===== config.mk =====
export PLATFORM = sky130hd
export DESIGN_NAME = pipeline_stall_controller
export DESIGN_NICKNAME = d
export VERILOG_FILES = /design/src/rtl/pipeline_stall_controller.sv
export SDC_FILE = /design/constraint.sdc
export NUM_CORES = 1
export LEC_CHECK = 0
export ABC_AREA = 1
export CAP_MARGIN = 20
export CORE_MARGIN = 4
export CORE_UTILIZATION = 37
export DETAILED_ROUTE_END_ITERATION = 6
export PLACE_DENSITY = 0.85
export SLEW_MARGIN = 20
export SYNTH_ARGS = -nofsm -noshare
export SYNTH_HDL_FRONTEND = slang
export SYNTH_SLANG_ARGS = --single-unit

===== constraint.sdc =====
create_clock -name clock -period 2.9 [get_ports clock]
set_input_delay 0.58 -clock clock [delete_from_list [all_inputs] [get_ports clock]]
set_output_delay 0.58 -clock clock [all_outputs]
set_load 0.005 [all_outputs]

===== src/rtl/pipeline_stall_controller.sv =====
// Stall/bubble control for a 5-stage pipeline: multdiv sequencing and
// load-use interlock between the F/D and D/X registers.
module pipeline_stall_controller (
  input  logic        clock,
  input  logic        reset,
  input  logic [31:0] inFD,
  input  logic [31:0] inDX,
  input  logic        multdivRdy,
  input  logic        multdivExc,
  output logic        stallPC,
  output logic        stallFD,
  output logic        stallDX,
  output logic        bubbleDX,
  output logic        bubbleXM,
  output logic        ctrlMULT,
  output logic        ctrlDIV,
  output logic        mdValid,
  output logic        mdOvf,
  output logic        mdTimeout
);

  typedef enum logic [1:0] {
    IDLE  = 2'd0,
    START = 2'd1,
    BUSY  = 2'd2,
    DONE  = 2'd3
  } state_e;

  localparam logic [5:0] TMO_LIMIT = 6'd40;

  state_e     state_q, state_d;
  logic [5:0] cnt_q, cnt_d;
  logic [5:0] cnt_inc;
  logic       div_q, div_d;
  logic       ovf_q, ovf_d;
  logic       tmo_q, tmo_d;

  logic [4:0] op_dx, alu_dx, rd_dx;
  logic [4:0] op_fd, rs_fd, rt_fd, rd_fd;
  logic       dx_mul, dx_div, dx_md, dx_lw;
  logic       fd_r, fd_br;
  logic       hazard;
  logic       md_stall, lu_stall;
  logic       unused;

  assign op_dx  = inDX[31:27];
  assign rd_dx  = inDX[26:22];
  assign alu_dx = inDX[6:2];
  assign op_fd  = inFD[31:27];
  assign rd_fd  = inFD[26:22];
  assign rs_fd  = inFD[21:17];
  assign rt_fd  = inFD[16:12];
  assign unused = ^{inFD[11:0], inDX[21:7], inDX[1:0]};

  assign dx_mul = (op_dx == 5'd0) && (alu_dx == 5'd6);
  assign dx_div = (op_dx == 5'd0) && (alu_dx == 5'd7);
  assign dx_md  = dx_mul | dx_div;
  assign dx_lw  = (op_dx == 5'd8);

  // bne/jr/blt read the rd field; sw's store data is forwarded instead
  assign fd_r  = (op_fd == 5'd0);
  assign fd_br = (op_fd == 5'd2) | (op_fd == 5'd4) | (op_fd == 5'd6);

  assign hazard = dx_lw && (rd_dx != 5'd0) &&
                  ((rs_fd == rd_dx) ||
                   (fd_r && rt_fd == rd_dx) ||
                   (fd_br && rd_fd == rd_dx));

  assign cnt_inc = cnt_q + 6'd1;

  always_comb begin
    state_d = state_q;
    cnt_d   = cnt_q;
    div_d   = div_q;
    ovf_d   = ovf_q;
    tmo_d   = tmo_q;
    unique case (state_q)
      IDLE: begin
        if (dx_md) begin
          state_d = START;
          div_d   = dx_div;
        end
      end
      START: begin
        state_d = BUSY;
        cnt_d   = 6'd0;
      end
      BUSY: begin
        if (multdivRdy) begin
          state_d = DONE;
          ovf_d   = multdivExc;
        end else if (cnt_inc == TMO_LIMIT) begin
          state_d = DONE;
          ovf_d   = 1'b0;
          tmo_d   = 1'b1;
        end else begin
          cnt_d = cnt_inc;
        end
      end
      DONE: begin
        state_d = IDLE;
        cnt_d   = 6'd0;
      end
      default: state_d = IDLE;
    endcase
  end

  always_ff @(posedge clock or negedge reset) begin
    if (!reset) begin
      state_q <= IDLE;
      cnt_q   <= 6'd0;
      div_q   <= 1'b0;
      ovf_q   <= 1'b0;
      tmo_q   <= 1'b0;
    end else begin
      state_q <= state_d;
      cnt_q   <= cnt_d;
      div_q   <= div_d;
      ovf_q   <= ovf_d;
      tmo_q   <= tmo_d;
    end
  end

  // reset gates the input-dependent IDLE outputs as well
  assign md_stall = reset &&
                    ((state_q == IDLE && dx_md) ||
                     state_q == START ||
                     state_q == BUSY);
  assign lu_stall = reset && state_q == IDLE &&
                    !dx_md && hazard;

  assign stallPC   = md_stall | lu_stall;
  assign stallFD   = md_stall | lu_stall;
  assign stallDX   = md_stall;
  assign bubbleXM  = md_stall;
  assign bubbleDX  = lu_stall;
  assign ctrlMULT  = reset && state_q == START && !div_q;
  assign ctrlDIV   = reset && state_q == START && div_q;
  assign mdValid   = reset && state_q == DONE;
  assign mdOvf     = reset && state_q == DONE && ovf_q;
  assign mdTimeout = reset && tmo_q;

endmodule


**Word-level counts from Yosys, hierarchy flattened**

Index checks and enable logic that the tools add are counted.

- Add/sub/neg operators: 1
- Equality and inequality tests: 17
- Muxes and demuxes: 9
- Bitwise gates (word level): 5
- Reduce and logical (&&, ||, !) cells: 35

Operators by type and width:

| operator | count |
|---|---|
| equality test 5 x 3 -> 1 bit (second input constant) | 4 |
| logical AND 1 bit | 17 |
| equality test 5 bit | 3 |
| 2-to-1 mux 6 bit | 2 |
| one-hot mux 6 bit (2 select lines) | 1 |
| logical NOT 5 bit | 2 |
| one-hot mux 2 bit (4 select lines) | 1 |
| adder 6 x 1 -> 6 bit (second input constant) | 1 |
| equality test 6 bit (second input constant) | 1 |
| 2-to-1 mux 2 bit | 3 |
| inequality test 2 bit (second input constant) | 3 |
| AND reduction 2 bit | 3 |
| AND reduction 3 bit | 2 |
| equality test 5 x 2 -> 1 bit (second input constant) | 1 |
| equality test 5 x 4 -> 1 bit (second input constant) | 1 |
| nonzero test 5 bit | 1 |
| equality test 2 bit (second input constant) | 2 |
| logical OR 1 bit | 4 |
| bitwise OR 1 bit | 4 |
| nonzero test 2 bit | 2 |
| inequality test 3 bit (second input constant) | 1 |
| equality test 2 x 1 -> 1 bit (second input constant) | 1 |
| logical NOT 1 bit | 2 |
| logical NOT 2 bit | 1 |
| other kinds (3) | 4 |

- Flip-flop bits (word level): 11
- Input bits: 68
- Output and inout bits: 10
- Word-level logic and storage cells: 72

**Logic depth before layout (Yosys ltp)**

Gate-level depths: netlist of run 1.

- Word-level depth: 8
- Mapped depth: 11

**Worst setup path after synthesis of run 1**

No wires, ideal clock.

- Path type: input -> output
- Start: input inDX[28]
- End: output stallPC
- Arrival: 1.591 ns
- Setup slack: 0.729 ns
- Stages on the path: 8
- Cells stage by stage: or2_2 -> nor4_1 -> nand2_1 -> nand2_1 -> nor2_1 -> nand2_1 -> nand2_1 -> buf_4

- Word-level cells in the longest chain between the ends: 8
- Elaborated cells between the ends (all ways): 15

RTL lines:

| item | RTL line | text |
|---|---|---|
| from (decl) | 7 | `input logic [31:0] inDX,` |
| logical NOT 5 bit | 55, 56 |  |
| logical AND 1 bit, on equally long branches | 55, 56 |  |
| bitwise OR 1 bit | 57 | `assign dx_md = dx_mul \| dx_div;` |
| logical AND 1 bit | 126 | `((state_q == IDLE && dx_md) \|\|` |
| logical OR 1 bit | 126 |  |
| logical OR 1 bit | 127 | `state_q == START \|\|` |
| logical AND 1 bit | 125 | `assign md_stall = reset &&` |
| bitwise OR 1 bit * | - |  |
| to (decl) | 10 | `output logic stallPC,` |

Every way passes the cells marked *; elsewhere a longest branch is shown, timed or not.

**Final worst setup path of run 1**

- Start: input inDX[28]
- End: output stallFD

- Word-level cells in the longest chain between the ends: 8
- Elaborated cells between the ends (all ways): 15

RTL lines:

| item | RTL line | text |
|---|---|---|
| logical NOT 5 bit | 55, 56 |  |
| logical AND 1 bit, on equally long branches | 55, 56 |  |
| bitwise OR 1 bit | 57 |  |
| logical AND 1 bit | 126 |  |
| logical OR 1 bit | 126 |  |
| logical OR 1 bit | 127 |  |
| logical AND 1 bit | 125 |  |
| bitwise OR 1 bit * | 133 | `assign stallFD = md_stall \| lu_stall;` |
| to (decl) | 11 | `output logic stallFD,` |

Marked as above.

==> results of run 1 <==
[cell type report]
type | instances | area [um2]
repair buffers | 56 | 558
flip-flops and latches | 11 | 275
multi-input cells | 128 | 759
well taps | 31 | 38.8
inverters | 23 | 86.3
fillers | 238 | 1040
clock buffers | 4 | 26.3
[stage by stage]
| step | hold WS [ns] | util [%] | std cells |
|---|---|---|---|
| global route | 0.516 | 62.7 | 253 |
| detailed placement | 0.464 | 58.6 | 246 |
| floorplan | 0.284 | - | 165 |
| CTS | 0.485 | 60.7 | 251 |
| global placement | 0.462 | 58.6 | 246 |
| finish | 0.491 | 62.7 | 253 |
[what timing repair did]
item                       4_1_cts  5_1_grt
gates resized for setup          7       14
setup endpoints to repair        5        3
pin swaps                        2        1
buffers inserted                 1        2
[final timing paths]
path	startpoint	end	slack (ns)	cells past startpoint
setup reg to reg	cnt_q[0]	state_q[0]	1.27	11
setup / recovery	inDX[28]	stallFD	0.21	9
max in group asynchronous	reset	ovf_q	1.83	3
hold reg to reg	tmo_q	tmo_q	0.49	1
min in group asynchronous	reset	tmo_q	0.53	1
hold / removal	tmo_q	tmo_q	0.49	1
[critical path: stages]
cell	delay, ns
sky130_fd_sc_hd__clkdlybuf4s50_1	0.40
sky130_fd_sc_hd__or2_4	0.27
sky130_fd_sc_hd__nor4_4	0.20
sky130_fd_sc_hd__nand2_1	0.11
sky130_fd_sc_hd__nand2_2	0.09
sky130_fd_sc_hd__nor2_1	0.05
sky130_fd_sc_hd__nand2_1	0.09
sky130_fd_sc_hd__nand2_1	0.07
sky130_fd_sc_hd__dlygate4sd2_1	0.26
[synth_stat cells]
cell type / number / area [um2]
sky130_fd_sc_hd__nor4_1: 1 / 6.26
sky130_fd_sc_hd__nand4_1: 9 / 56.3
sky130_fd_sc_hd__buf_1: 1 / 3.75
sky130_fd_sc_hd__dfrtp_1: 11 / 275
sky130_fd_sc_hd__nand2_2: 1 / 6.26
sky130_fd_sc_hd__o22ai_1: 1 / 6.26
sky130_fd_sc_hd__nand3_4: 2 / 35.0
sky130_fd_sc_hd__o21bai_1: 2 / 15.0
sky130_fd_sc_hd__buf_4: 2 / 15.0
sky130_fd_sc_hd__xor2_1: 5 / 43.8
sky130_fd_sc_hd__o21ai_1: 1 / 5.00
sky130_fd_sc_hd__nand3_2: 1 / 10.0
sky130_fd_sc_hd__nand2_1: 46 / 173
sky130_fd_sc_hd__nand3_1: 13 / 65.1
sky130_fd_sc_hd__or2_2: 4 / 25.0
sky130_fd_sc_hd__xnor2_1: 4 / 35.0
sky130_fd_sc_hd__ha_1: 6 / 75.1
sky130_fd_sc_hd__o211ai_1: 1 / 7.51
sky130_fd_sc_hd__nor3_1: 6 / 30.0
sky130_fd_sc_hd__a21oi_1: 4 / 20.0
sky130_fd_sc_hd__nor2_4: 1 / 11.3
sky130_fd_sc_hd__nor2_1: 17 / 63.8
sky130_fd_sc_hd__nor4b_1: 1 / 8.76
sky130_fd_sc_hd__o21ai_0: 1 / 5.00
sky130_fd_sc_hd__inv_1: 23 / 86.3
sky130_fd_sc_hd__nand3b_1: 1 / 7.51
[per-layer routing]
layer / routed length (um) / share of wire, %
met5: 0 / 0
met4: 61 / 1.9
met3: 140 / 4.3
met2: 1770 / 54
met1: 1280 / 39
[power breakdown]
part,internal [uW],switching (uW)
logic,245,279
registers,198,50.7
clock network,53.4,57.6
[state kept, by name, summed over array words and instances (netlist names)]
register  flops
state_q       2
tmo_q         1
ovf_q         1
div_q         1
cnt_q         6
[cells by family after synthesis]
group	after synthesis	synth area share, %
AO/OA/AOI/OAI	10	5.39
XOR/XNOR	9	7.22
adder cells (fa/ha/maj)	6	6.88
buffers and inverters	26	9.63
flip-flops	11	25.2
AND/OR/NAND/NOR	103	45.6
==> impl_results.rst, run 1 <==
.. list-table::
   :header-rows: 1

   * - Metric
     - Value
   * - Post-placement cell area
     - 0.00163 mm2
   * - Power per unit of standard cell area
     - 506 mW/mm2
   * - Iter 0 DRT Violations
     - 39
   * - Routed wire per std cell
     - roughly 13 um
   * - Total length of routed wires
     - 3.26 mm
   * - Arrival time reported for the critical path endpoint
     - around 2.1 ns
   * - Aggregate negative setup slack
     - 0 ns
   * - I/O pin count
     - between 70 and 80
   * - Max Clock Skew
     - around 0.0018 ns
   * - Static power due to leakage
     - between 0.0009 and 0.001 uW
   * - Worst-case setup slack after placement
     - -0.255 ns
   * - Commonest cells after routing, fill and taps aside
     - sky130_fd_sc_hd__nand2_1 (44), sky130_fd_sc_hd__clkdlybuf4s50_1 (38), sky130_fd_sc_hd__inv_1 (22)
   * - Antenna diode count
     - 0
   * - Layout Nets
     - 297
   * - Number of placement rows
     - 19
   * - Total number of vias
     - 1267
   * - Final clock period utilization by the worst path
     - between 90 and 100%
   * - Count of final max-slew check failures
     - 0
   * - Antenna-violating nets left
     - 0
   * - Max Freq
     - around 370 MHz
   * - Maximum level of the CTS H-tree
     - 1
   * - Routability Congestion
     - between 0.8 and 0.9
   * - Most heavily used metal layer in global routing
     - met2
   * - Final number of setup-violating endpoints
     - 0
   * - GR Util met2
     - about 28%
   * - Worst-case vdd ir drop
     - between 0.5 and 0.6 mV
   * - Number of nets produced by synthesis
     - roughly 240
   * - Crit path setup slack, layout
     - roughly 0.21 ns
   * - Hold-fix buffers, CTS
     - 0
   * - Buffer type at the clock tree root
     - sky130_fd_sc_hd__clkbuf_4
   * - Design Power
     - 883 uW
   * - Worst-skew pair later-pin latency
     - 0.28 ns
   * - Warnings from Yosys
     - 0
   * - Global-route wire length before repair
     - around 5.2 mm
   * - Number of distinct library cells after synthesis
     - 26
   * - Area grow syn2layout
     - 59.9%
   * - Critical Path Start Type
     - input port
   * - Kind of critical path
     - input port to primary output
   * - Die outline height
     - approximately 62 um
   * - Maximum number of pins on one net before global-route repair
     - 9
   * - Path category of the worst min-delay check
     - flop to flop
   * - Floorplan Core Area
     - about 0.0028 mm2
   * - Count of buffers from port buffering
     - 48
   * - Mapped Area
     - between 0.001 and 0.0015 mm2
   * - Share of cells above drive strength 1
     - a little over an eighth
   * - Transition time at the pin with the least slew margin
     - between 0.3 and 0.4 ns
   * - Unrepaired setup endpoints after global routing
     - false
   * - Initial core utilization
     - 39.2%
   * - Outcome
     - completed
   * - Initial antenna violation count
     - 0
   * - Max Root-Sink Buffers
     - 2
   * - Via count of the first global-routing pass
     - approximately 1200
   * - Clock-pin transition on the worst setup and hold timing paths
     - 0.08 ns
   * - Slew Limit Headroom
     - 78.8%
   * - Minimum period implied by the final worst setup slack
     - between 2 and 3 ns
   * - Horizontal extent of the die
     - roughly 62 um
   * - Total of max-cap violations
     - 0
   * - Post-Layout Inst Area
     - between 0.0015 and 0.002 mm2
   * - Num CTS Buffers
     - 3
   * - Final global-route overflow total
     - 0
   * - Biggest fanout along the worst timing path
     - 2
   * - Syn Area/Cell
     - 6.61 um2
   * - Half-perimeter wire length after detailed placement
     - 2.52 mm
   * - Detailed-routing iteration count for the pre-antenna-repair pass
     - 4
   * - Number of storage elements in the synthesis netlist
     - 11
   * - Met1 layer usage reported by global route
     - between 10% and 20%
   * - Most frequent standard cell in the layout excluding fill and tap cells
     - sky130_fd_sc_hd__nand2_1
   * - Total routing resource utilization after global routing
     - 16.1%
   * - Worst endpoint required time
     - roughly 2.3 ns
   * - Final hold vios
     - 0
   * - Sort of element at the end of the critical path
     - primary output
   * - Overall die area
     - a little under 0.004 mm2
   * - Sequential fraction of the synthesis area
     - between 20% and 30%
   * - Gate count after technology mapping
     - around 170
   * - Clk sinks
     - 11
   * - Global routing usage on met3
     - between 1.5 and 2%
   * - Average vias per placed instance
     - about 5
   * - TritonCTS clock tree
     - built
   * - Count of unresolved DRC violations after routing
     - 0
Note: power is estimated with default switching activity, not from simulation.
==> inputs of run 2 (changes only) <==
Settings changed: CAP_MARGIN 20 to 5, CORE_UTILIZATION 37 to 39, CTS_BUF_LIST from default to sky130_fd_sc_hd__clkbuf_4, PLACE_DENSITY 0.85 to 0.89.
==> run 2 against run 1 <==
Setup slack gained 0.042 ns. First-iteration DRC count is 64% higher. Wire length decreased by 1.9%. Power shrank 0.11%. Critical path type unchanged.
==> impl_results.rst, run 2 (synthesis results as in run 1) <==
.. list-table::
   :header-rows: 1

   * - Metric
     - Value
   * - Maximum level of the CTS H-tree
     - 1 (unchanged)
   * - Commonest cells after routing, fill and taps aside
     - sky130_fd_sc_hd__nand2_1 (46), sky130_fd_sc_hd__clkdlybuf4s50_1 (38), sky130_fd_sc_hd__inv_1 (23)
   * - Final clock period utilization by the worst path
     - 91.1% (-1.4 points)
   * - Total length of routed wires
     - 3.20 mm (-1.9%)
   * - Max Clock Skew
     - 0.00304 ns (+0.00120 ns)
   * - Aggregate negative setup slack
     - 0 ns (unchanged)
   * - Initial core utilization
     - 42.5% (+3.3 points)
   * - Routed wire per std cell
     - 12.7 um (-1.1%)
   * - Path category of the worst min-delay check
     - flop to flop
   * - Final global-route overflow total
     - 0 (unchanged)
   * - Kind of critical path
     - input port to primary output
   * - Num CTS Buffers
     - 3 (unchanged)
   * - Multi-input combinational cell area
     - 743 um2 (-2.1%)
   * - Half-perimeter wire length after detailed placement
     - 2.63 mm (+4.3%)
   * - Layout Nets
     - 296 (-0.34%)
   * - Global-route wire length before repair
     - 5.33 mm (+2.1%)
   * - I/O pin count
     - 78 (unchanged)
   * - Area grow syn2layout
     - 57.2%
   * - Final cell utilization of the core
     - 66.8% (+4.1 points)
   * - Share of cells above drive strength 1
     - 10.9% (-2.2 points)
   * - Most frequent standard cell in the layout excluding fill and tap cells
     - sky130_fd_sc_hd__nand2_1
   * - Max Freq
     - 378 MHz (+1.6%)
   * - Total of max-cap violations
     - 0 (unchanged)
   * - Minimum period implied by the final worst setup slack
     - 2.64 ns (-0.0417 ns)
   * - Post-Layout Inst Area
     - 0.00172 mm2 (-1.6%)
   * - Hold_ws
     - 0.487 ns (-0.00367 ns)
   * - Buffer type at the clock tree root
     - sky130_fd_sc_hd__clkbuf_4
   * - Max FFs per register
     - 6 (unchanged)
   * - Static power due to leakage
     - 0.000896 uW (-3.0%)
   * - Fill cell instance count of the final layout
     - 232 (-2.5%)
   * - Max Root-Sink Buffers
     - 2 (unchanged)
   * - Antenna-violating nets left
     - 0 (unchanged)
   * - Outcome
     - completed
   * - Hold-fix buffers, CTS
     - 0 (unchanged)
   * - Overall die area
     - 0.00371 mm2 (-4.5%)
   * - Worst hold path startpoint
     - tmo_q
   * - Critical Path Start Type
     - input port
   * - Count of buffers from port buffering
     - 48 (unchanged)
   * - Sort of element at the end of the critical path
     - primary output
   * - Total number of vias
     - 1231 (-2.8%)
   * - Transition time at the pin with the least slew margin
     - 0.313 ns (-0.00403 ns)
   * - Clock-pin transition on the worst setup and hold timing paths
     - 0.07 ns (about the same)
   * - Die outline height
     - 60.9 um (-2.3%)
   * - Worst-case vdd ir drop
     - 0.419 mV (-26%)
   * - Hold depth
     - 1 (unchanged)
   * - Maximum number of pins on one net before global-route repair
     - 10 (+1)
   * - Count of unresolved DRC violations after routing
     - 0 (unchanged)
   * - Average vias per placed instance
     - 4.90 (-2.1%)
   * - Final number of setup-violating endpoints
     - 0 (unchanged)
   * - Post-placement cell area
     - 0.00164 mm2 (+0.38%)
   * - Biggest fanout along the worst timing path
     - 9 (+7)
   * - Power per unit of standard cell area
     - 514 mW/mm2 (+1.6%)
   * - TritonCTS clock tree
     - built
   * - Most flops, register
     - cnt_q
   * - Arrival time reported for the critical path endpoint
     - 2.06 ns (-0.05 ns)
   * - Via count of the first global-routing pass
     - 1200 (-1.4%)
   * - Worst-case reg-to-reg path depth
     - 11 (unchanged)
   * - Initial antenna violation count
     - 0 (unchanged)
   * - Clk sinks
     - 11 (unchanged)
   * - Storage element area
     - 275 um2 (unchanged)
   * - Horizontal extent of the die
     - 60.9 um (-2.3%)
   * - Slew Limit Headroom
     - 79.1% (+0.27 points)
   * - Capture endpoint of the worst hold path
     - tmo_q
   * - Iter 0 DRT Violations
     - 64 (+64%)
   * - Worst-skew pair later-pin latency
     - 0.28 ns (about the same)
   * - Crit path setup slack, layout
     - 0.257 ns (+0.0417 ns)
   * - Worst-case setup slack after placement
     - -0.155 ns (+0.100 ns)
   * - Count of final max-slew check failures
     - 0 (unchanged)
   * - Total routing resource utilization after global routing
     - 19.5% (+3.4 points)
   * - R2R setup slack
     - 1.23 ns (-0.04 ns)
   * - Registers with the highest flip-flop counts
     - cnt_q: 6 flops, state_q: 2 flops
   * - Antenna diode count
     - 0 (unchanged)
   * - Endpoint of the lowest-slack register-to-register path
     - state_q[1]
   * - Launch point of the worst path
     - reset
   * - Final hold vios
     - 0 (unchanged)
   * - Unrepaired setup endpoints after global routing
     - false
   * - Startpoint of the lowest-slack register-to-register path
     - cnt_q[0]
   * - Number of placement rows
     - 18 (-1)
   * - Worst endpoint required time
     - 2.32 ns (about the same)
   * - Detailed-routing iteration count for the pre-antenna-repair pass
     - 4 (unchanged)
   * - Floorplan Core Area
     - 0.00257 mm2 (-7.7%)
   * - Routability Congestion
     - 0.849 (-0.27%)
## run 2: what timing repair did
action,in CTS,in global routing
buffers inserted,1,0
resized for setup,6,10
pin swaps,1,1
hold endpoints to repair,0,0
endpoints found under the setup margin,5,1
## run 2: how the worst max path moves through the flow
stage,end,slack (ns),cells after the start
floorplan,stallPC,0.73,8
global placement,stallPC,-0.17,8
detailed placement,stallPC,-0.15,8
CTS,bubbleDX,0.01,10
global route,ctrlDIV,0.12,5
finish,ctrlDIV,0.26,5
## run 2: critical path, stage by stage
cell and delay (ns):
sky130_fd_sc_hd__clkdlybuf4s50_1 0.53, sky130_fd_sc_hd__buf_4 0.20, sky130_fd_sc_hd__inv_1 0.07, sky130_fd_sc_hd__nor3_1 0.16, sky130_fd_sc_hd__clkdlybuf4s50_1 0.52
## run 2: stage by stage
step / total power [uW] / std cells
floorplan: 564 / 165
global placement: 743 / 246
detailed placement: 765 / 246
CTS: 880 / 251
global route: 972 / 251
finish: 882 / 251
## run 2: cell type report
| class | instances | share of cell area, % |
|---|---|---|
| multi-input combinational | 128 | 43.3 |
| timing repair buffer | 55 | 31.7 |
| sequential | 11 | 16.0 |
| inverter | 23 | 5.03 |
| tap | 30 | 2.19 |
| clock buffer | 4 | 1.75 |
## run 2: routing by layer
metal  global-route usage (%)  wire length, um  vias to the layer above
met4                     8.05               41                        0
met3                     2.13              124                        4
met1                     22.6             1230                      551
li1                         -                -                      645
met5                        0                0                        -
met2                     36.0             1800                       31
## run 2: report_power, final
part	total (uW)	internal, uW	switching [uW]
sequential	251	198	53.0
clock	124	62.9	60.8
combinational	508	229	279
total	882	490	393
